==> src/rtl/serial_add_sequencer.sv <==
// Bit-serial adder/subtractor controller.
// A single 1-bit full-adder cell is reused for WIDTH cycles, consuming the
// operands LSB-first. Subtraction runs as A + ~B + 1 through the same cell.
// Handshake: start is accepted only in IDLE, busy is high while bits are
// processed, and done pulses for one cycle with registered result flags.

module full_adder (
    input  logic a,
    input  logic b,
    input  logic cin,
    output logic sum,
    output logic cout
);

    // Plain combinational 1-bit full adder
    always_comb begin
        sum  = a ^ b ^ cin;
        cout = (a & b) | (cin & (a ^ b));
    end

endmodule

module serial_add_sequencer #(
    parameter int WIDTH = 32,
    parameter int CNT_W = 6
) (
    input  logic             clk,
    input  logic             reset,
    input  logic             start,
    input  logic             op_sub,
    input  logic [WIDTH-1:0] a,
    input  logic [WIDTH-1:0] b,
    output logic             busy,
    output logic             done,
    output logic [WIDTH-1:0] result,
    output logic             carry_out,
    output logic             overflow,
    output logic             zero
);

    localparam logic [1:0] S_IDLE = 2'd0;
    localparam logic [1:0] S_RUN  = 2'd1;
    localparam logic [1:0] S_DONE = 2'd2;

    // Counter value seen on the final RUN edge
    localparam logic [CNT_W-1:0] LAST_CNT = CNT_W'(WIDTH - 1);

    // Registered state
    logic [1:0]       state_reg,     state_next;
    logic [WIDTH-1:0] a_sh_reg,      a_sh_next;
    logic [WIDTH-1:0] b_sh_reg,      b_sh_next;
    logic [WIDTH-1:0] res_sh_reg,    res_sh_next;
    logic             carry_reg,     carry_next;
    logic [CNT_W-1:0] cnt_reg,       cnt_next;
    logic             a_msb_reg,     a_msb_next;
    logic             b_msb_reg,     b_msb_next;
    logic [WIDTH-1:0] result_reg,    result_next;
    logic             carry_out_reg, carry_out_next;
    logic             overflow_reg,  overflow_next;
    logic             zero_reg,      zero_next;

    // Datapath helpers
    logic [WIDTH-1:0] b_eff;
    logic [WIDTH-1:0] res_shifted;
    logic             fa_sum;
    logic             fa_cout;

    // Effective B operand: each bit inverted when subtracting
    genvar gi;
    generate
        for (gi = 0; gi < WIDTH; gi++) begin : g_b_eff
            assign b_eff[gi] = b[gi] ^ op_sub;
        end
    endgenerate

    // The one shared full-adder cell, fed from the shift register LSBs
    full_adder u_fa (
        .a    (a_sh_reg[0]),
        .b    (b_sh_reg[0]),
        .cin  (carry_reg),
        .sum  (fa_sum),
        .cout (fa_cout)
    );

    // New sum bit enters at the top so the LSB ends up at bit 0 after WIDTH shifts
    assign res_shifted = {fa_sum, res_sh_reg[WIDTH-1:1]};

    // Next-state and datapath control
    always_comb begin
        state_next     = state_reg;
        a_sh_next      = a_sh_reg;
        b_sh_next      = b_sh_reg;
        res_sh_next    = res_sh_reg;
        carry_next     = carry_reg;
        cnt_next       = cnt_reg;
        a_msb_next     = a_msb_reg;
        b_msb_next     = b_msb_reg;
        result_next    = result_reg;
        carry_out_next = carry_out_reg;
        overflow_next  = overflow_reg;
        zero_next      = zero_reg;

        case (state_reg)
            S_IDLE: begin
                if (start) begin
                    a_sh_next  = a;
                    b_sh_next  = b_eff;
                    carry_next = op_sub;
                    cnt_next   = '0;
                    a_msb_next = a[WIDTH-1];
                    b_msb_next = b_eff[WIDTH-1];
                    state_next = S_RUN;
                end
            end

            S_RUN: begin
                res_sh_next = res_shifted;
                a_sh_next   = a_sh_reg >> 1;
                b_sh_next   = b_sh_reg >> 1;
                carry_next  = fa_cout;
                cnt_next    = cnt_reg + CNT_W'(1);
                if (cnt_reg == LAST_CNT) begin
                    // Final bit: publish the flags on the same edge that enters DONE
                    state_next     = S_DONE;
                    result_next    = res_shifted;
                    carry_out_next = fa_cout;
                    overflow_next  = (a_msb_reg == b_msb_reg) && (fa_sum != a_msb_reg);
                    zero_next      = (res_shifted == '0);
                end
            end

            S_DONE: begin
                state_next = S_IDLE;
            end

            default: begin
                state_next = S_IDLE;
            end
        endcase
    end

    // State and output registers with synchronous clear
    always_ff @(posedge clk) begin
        if (reset) begin
            state_reg     <= S_IDLE;
            a_sh_reg      <= '0;
            b_sh_reg      <= '0;
            res_sh_reg    <= '0;
            carry_reg     <= 1'b0;
            cnt_reg       <= '0;
            a_msb_reg     <= 1'b0;
            b_msb_reg     <= 1'b0;
            result_reg    <= '0;
            carry_out_reg <= 1'b0;
            overflow_reg  <= 1'b0;
            zero_reg      <= 1'b0;
        end else begin
            state_reg     <= state_next;
            a_sh_reg      <= a_sh_next;
            b_sh_reg      <= b_sh_next;
            res_sh_reg    <= res_sh_next;
            carry_reg     <= carry_next;
            cnt_reg       <= cnt_next;
            a_msb_reg     <= a_msb_next;
            b_msb_reg     <= b_msb_next;
            result_reg    <= result_next;
            carry_out_reg <= carry_out_next;
            overflow_reg  <= overflow_next;
            zero_reg      <= zero_next;
        end
    end

    // Handshake outputs decode straight from the state register
    assign busy      = (state_reg == S_RUN);
    assign done      = (state_reg == S_DONE);
    assign result    = result_reg;
    assign carry_out = carry_out_reg;
    assign overflow  = overflow_reg;
    assign zero      = zero_reg;

endmodule

==> config.mk <==
export PLATFORM = sky130hd
export DESIGN_NAME = serial_add_sequencer
export DESIGN_NICKNAME = d
export VERILOG_FILES = /design/src/rtl/serial_add_sequencer.sv
export SDC_FILE = /design/constraint.sdc
export NUM_CORES = 1
export LEC_CHECK = 0
export BUFFER_PORTS_ARGS = -buffer_cell sky130_fd_sc_hd__buf_2
export CAP_MARGIN = 15
export CORE_MARGIN = 2
export CORE_UTILIZATION = 55
export CTS_CLUSTER_SIZE = 16
export DETAILED_ROUTE_END_ITERATION = 6
export PLACE_DENSITY = 0.88
export SKIP_CTS_REPAIR_TIMING = 1
export SYNTH_ARGS = -nofsm -noshare
export SYNTH_HDL_FRONTEND = slang
export SYNTH_HIERARCHICAL = 1
export SYNTH_SLANG_ARGS = --single-unit
==> constraint.sdc <==
create_clock -name clk -period 1.9 [get_ports clk]
set_input_delay 0.285 -clock clk [delete_from_list [all_inputs] [get_ports clk]]
set_output_delay 0.285 -clock clk [all_outputs]
set_load 0.05 [all_outputs]
# Yosys cells after proc, flatten, opt, wreduce, memory -nomap -nowiden
# Index checks and enable logic that the tools add are counted.
# Widths: inputs -> output; s select.
# op_classes
reduce_logical	8
eq_ne	7
n_addsub	1
muxes	11
bitwise	37
# op_table
operator	count
$pmux 32 s2	2
$mux 32	2
$xor 1x1->1	34
$logic_not 32->1	1
$pmux 6 s2	1
$reduce_and 2->1	4
$add 6x1->6 const B	1
$eq 6x5->1 const B	1
$mux 6	1
$mux 2	2
$pmux 2 s2	1
$and 1x1->1	2
$eq 2x1->1 const B	1
$eq 2x2->1 const B	1
$logic_not 2->1	1
$ne 2x1->1 const B	1
$ne 2x2->1 const B	1
$pmux 1 s2	1
$reduce_bool 2->1	1
$eq 1x1->1	1
$logic_and 1x1->1	1
$mux 1	1
$ne 1x1->1	1
$or 1x1->1	1
# totals
word_cells	76
reg_bits	142
input_bits	68
output_inout_bits	37

# Longest topological paths before layout
# depth
word_depth	4
ltp_mapped	7
mapped_depth_nobuf	5

# Cells and area by module
# Netlist, hierarchy kept.
# modules_own_cells
module	cells_per_inst	instances	area_per_inst_um2	seq_area_each_um2
serial_add_sequencer	707	1	5566.6	2822.7
full_adder	1	1	20.0	0.0

# Worst setup path after synthesis
# OpenSTA, ideal clock, no wires.
# synth_path
kind	register -> register
start	register state_reg[1]
end	register res_sh_reg[26]
arrival_ps	1817
setup_ps	71
path_stages_with_launch	8
slack_ps	12
period_less_slack_ps	1888
cell_sequence	dfxtp_1 -> nand2b_1 -> buf_6 -> clkinv_1 -> clkbuf_1 -> clkbuf_1 -> nand2_1 -> a21oi_1
# synth_between
elab_chain_cells	1
# synth_rtl
item	line	text
from (decl)	49	logic [1:0] state_reg, state_next;
from (signal assigned)	158	state_reg <= state_next;
$eq 2x1->1	n/a	
via busy	33	output logic busy,
to (signal assigned)	161	res_sh_reg <= res_sh_next;
to (decl)	52	logic [WIDTH-1:0] res_sh_reg, res_sh_next;
# The timed path passes the listed nets, and every way through them passes these cells.
# A chain may end at the register's enable or synchronous reset.

# Final worst setup path
# layout_path
start	register a_sh_reg[0]
end	register zero_reg, in the netlist zero
# layout_between
elab_chain_cells	3
# layout_rtl
item	line	text
from (decl)	50	logic [WIDTH-1:0] a_sh_reg, a_sh_next;
from (signal assigned)	159	a_sh_reg <= a_sh_next;
$xor 1x1->1 (2 in a row)	17	sum = a ^ b ^ cin;
via fa_sum	65	logic fa_sum;
$logic_not 32->1	128	zero_next = (res_shifted == '0);
to (signal assigned)	169	zero_reg <= zero_next;
to (decl)	60	logic zero_reg, zero_next;
# The timed path passes the listed nets, and every way through them passes these cells.

==> flow_summary.ini <==
[run_status]
status = completed

[synthesis]
synth_top_area_cell = dfxtp_1
ys_seq_area_share_pct = 50.5
synth_edf_count = 0
synthTopCellsByCount = nor2_1 (168), dfxtp_1 (141), nand2_1 (139), a21oi_1 (73), clkbuf_1 (44)
synthXorXnorAreaFrac_pct = 5.02
synth_compound_area_share_pct = 12.0
synth_area_per_cell_um2 = 7.89
synth_top_area_share_pct = 50.5
synthMuxAreaShare_pct = 0.403
synth_seq_cells = 141
yosysUniqueCellTypes = 30
ys.flop_type = dfxtp_1
synthTopCellsByArea = dfxtp_1 (51%), nor2_1 (11%), nand2_1 (9.3%)
yosysMostFrequentCell = nor2_1
synth_adder_area_share_pct = 0.582
syn_inst = 708
synth_top_family_by_area = simple AND/OR/NAND/NOR gates
ys_warn_count = 6
async_reset_ff_share_pct = 0
synth_nets = 778
yosys.area_share.simple_pct = 27.3
syn_area_mm2 = 0.00559

[place]
port_buffers = 104
hpwlAfterDp_um = 8300
gp_congestion = 0.767

[power_and_ir_drop]
p_per_area_mw_per_mm2 = 1000
ir_drop_mv = 0.547
p_leak_nw = 2.75

[clocking]
clock-sinks = 141
clockBufferDepth = 2
clk_pin_slew_ps = 60
clock_latency_ps = 520
htree_levels = 4
cts_tree = built
cts.root.buffer_cell = clkbuf_8
cts_made_buffers = 17

[timing]
tightest_slew_ps = 485
setup_viol = 0
finalClockSkew_ps = 13.2
slew_headroom_pct = 67.6
hold_ws_ps = 33.7
fin_crit_sh_pct = 96.6
finalHoldViolations = 0
fin_crit_ps = 1840
rsz0062_at_grt = true
final-max-slew-violation-count = 0
max_freq_mhz = 545

[final_layout]
n_antenna_cell = 0
area_growth_pct = 22.1
post_route_cells_drive_above_1_share_pct = 20.0
fin_util_pct = 69.5
fin_nets = 865

[routing]
post_drt_wl_per_cell_um = 13.9
vias = 5165
ant_nets = 0
drc = 0
via_per_inst = 5.49
drtPass1Iterations = 5
drtIter0Drc = 343
wirelength_um = 13100

[die]
boundaryPins = 105
start_util_pct = 56.9
die_h_um = 105
rows = 36
core_mm2 = 0.00982
die_x_um = 105
die-area_mm2 = 0.0110

[grt]
antenna_found_initial = 0
grt_remaining_overflow = 0
grt_usage_pct = 24.3
grt_pass1_vias = 4980
grt_pass1_wl_um = 21900
grt_start_max_net_pins = 50

[setup_path]
worst-setup-path-type = reg -> reg
critPathCaptureType = flop
path_max_fanout = 2
required_ps = 2350
cp_data_arrival_time_ps = 2290
ff2ff_setup_slack_ps = 60
startpoint_type = flop

[run]
drv_cap = 0

[worst_hold_path]
min_path_type = in -> reg
==> worst max-delay path, stage by stage, from the launching register on <==
cell     delay, ps
dfxtp_1        320
fa_1           510
nor4_1         300
nand4_1        140
or3_1          360
a21oi_2        150
==> layer usage <==
metal | global-route usage [%] | wire length, um
met1 | 28.2 | 5330
met2 | 42.1 | 6590
met3 | 5.36 | 847
met4 | 12.1 | 343
met5 | 0 | 0
==> layout make-up <==
type                            count  area [um^2]
Fill cell                         771         3000
Sequential cell                   141         2820
Multi-Input combinational cell    510         2550
Timing Repair Buffer              124          758
Clock buffer                       23          457
Tap cell                          133          166
Clock inverter                      8         67.6
Inverter                            1         3.75
==> per-stage QoR <==
stage	area (um^2)	setup slack [ps]	TNS, ps	power [mW]	std cells
finish	6820	63.7	0	6.86	940
detailed placement	6280	44.5	0	3.97	909
global placement	6280	165	0	3.92	909
global route	6820	0.0548	0	7.10	940
floorplan	5590	12.1	0	3.73	708
CTS	6810	-196	-196	6.88	940
==> cell usage in the layout (no fill, tap or decap), types with 2 or more instances in the layout <==
cell	instances
mux2_2	2
nor4_1	40
buf_6	2
nand4_1	3
clkbuf_16	16
buf_12	6
clkbuf_1	4
a21oi_1	73
dfxtp_1	140
nand2_1	139
xnor2_1	31
or3_1	2
nand3b_1	2
o21ai_0	2
clkinv_2	6
clkbuf_8	3
buf_2	102
buf_4	14
nor2_1	167
or3b_2	2
nand3_1	3
a221oi_1	31
==> power by group <==
group | switching, mW | internal [mW]
logic | 0.424 | 0.318
registers | 0.0824 | 3.10
clock network | 1.15 | 1.78
==> path summary, 6_finish.rpt <==
check | from | to | depth (start not counted)
setup / recovery | a_sh_reg[0] | zero | 5
hold reg to reg | result[17] | result[17] | 2
hold / removal | a[31] | a_sh_reg[31] | 3
setup reg to reg | a_sh_reg[0] | zero | 5
==> kinds of logic (layout without fill, tap and decap cells) <==
kind of cell | after synthesis | after routing
mux | 2 | 2
xor+xnor | 32 | 32
flops | 141 | 141
fa+ha+maj | 2 | 2
simple gates | 365 | 365
buf+inv | 57 | 156
compound gates | 109 | 109
Power figures use the tool's default switching activity.
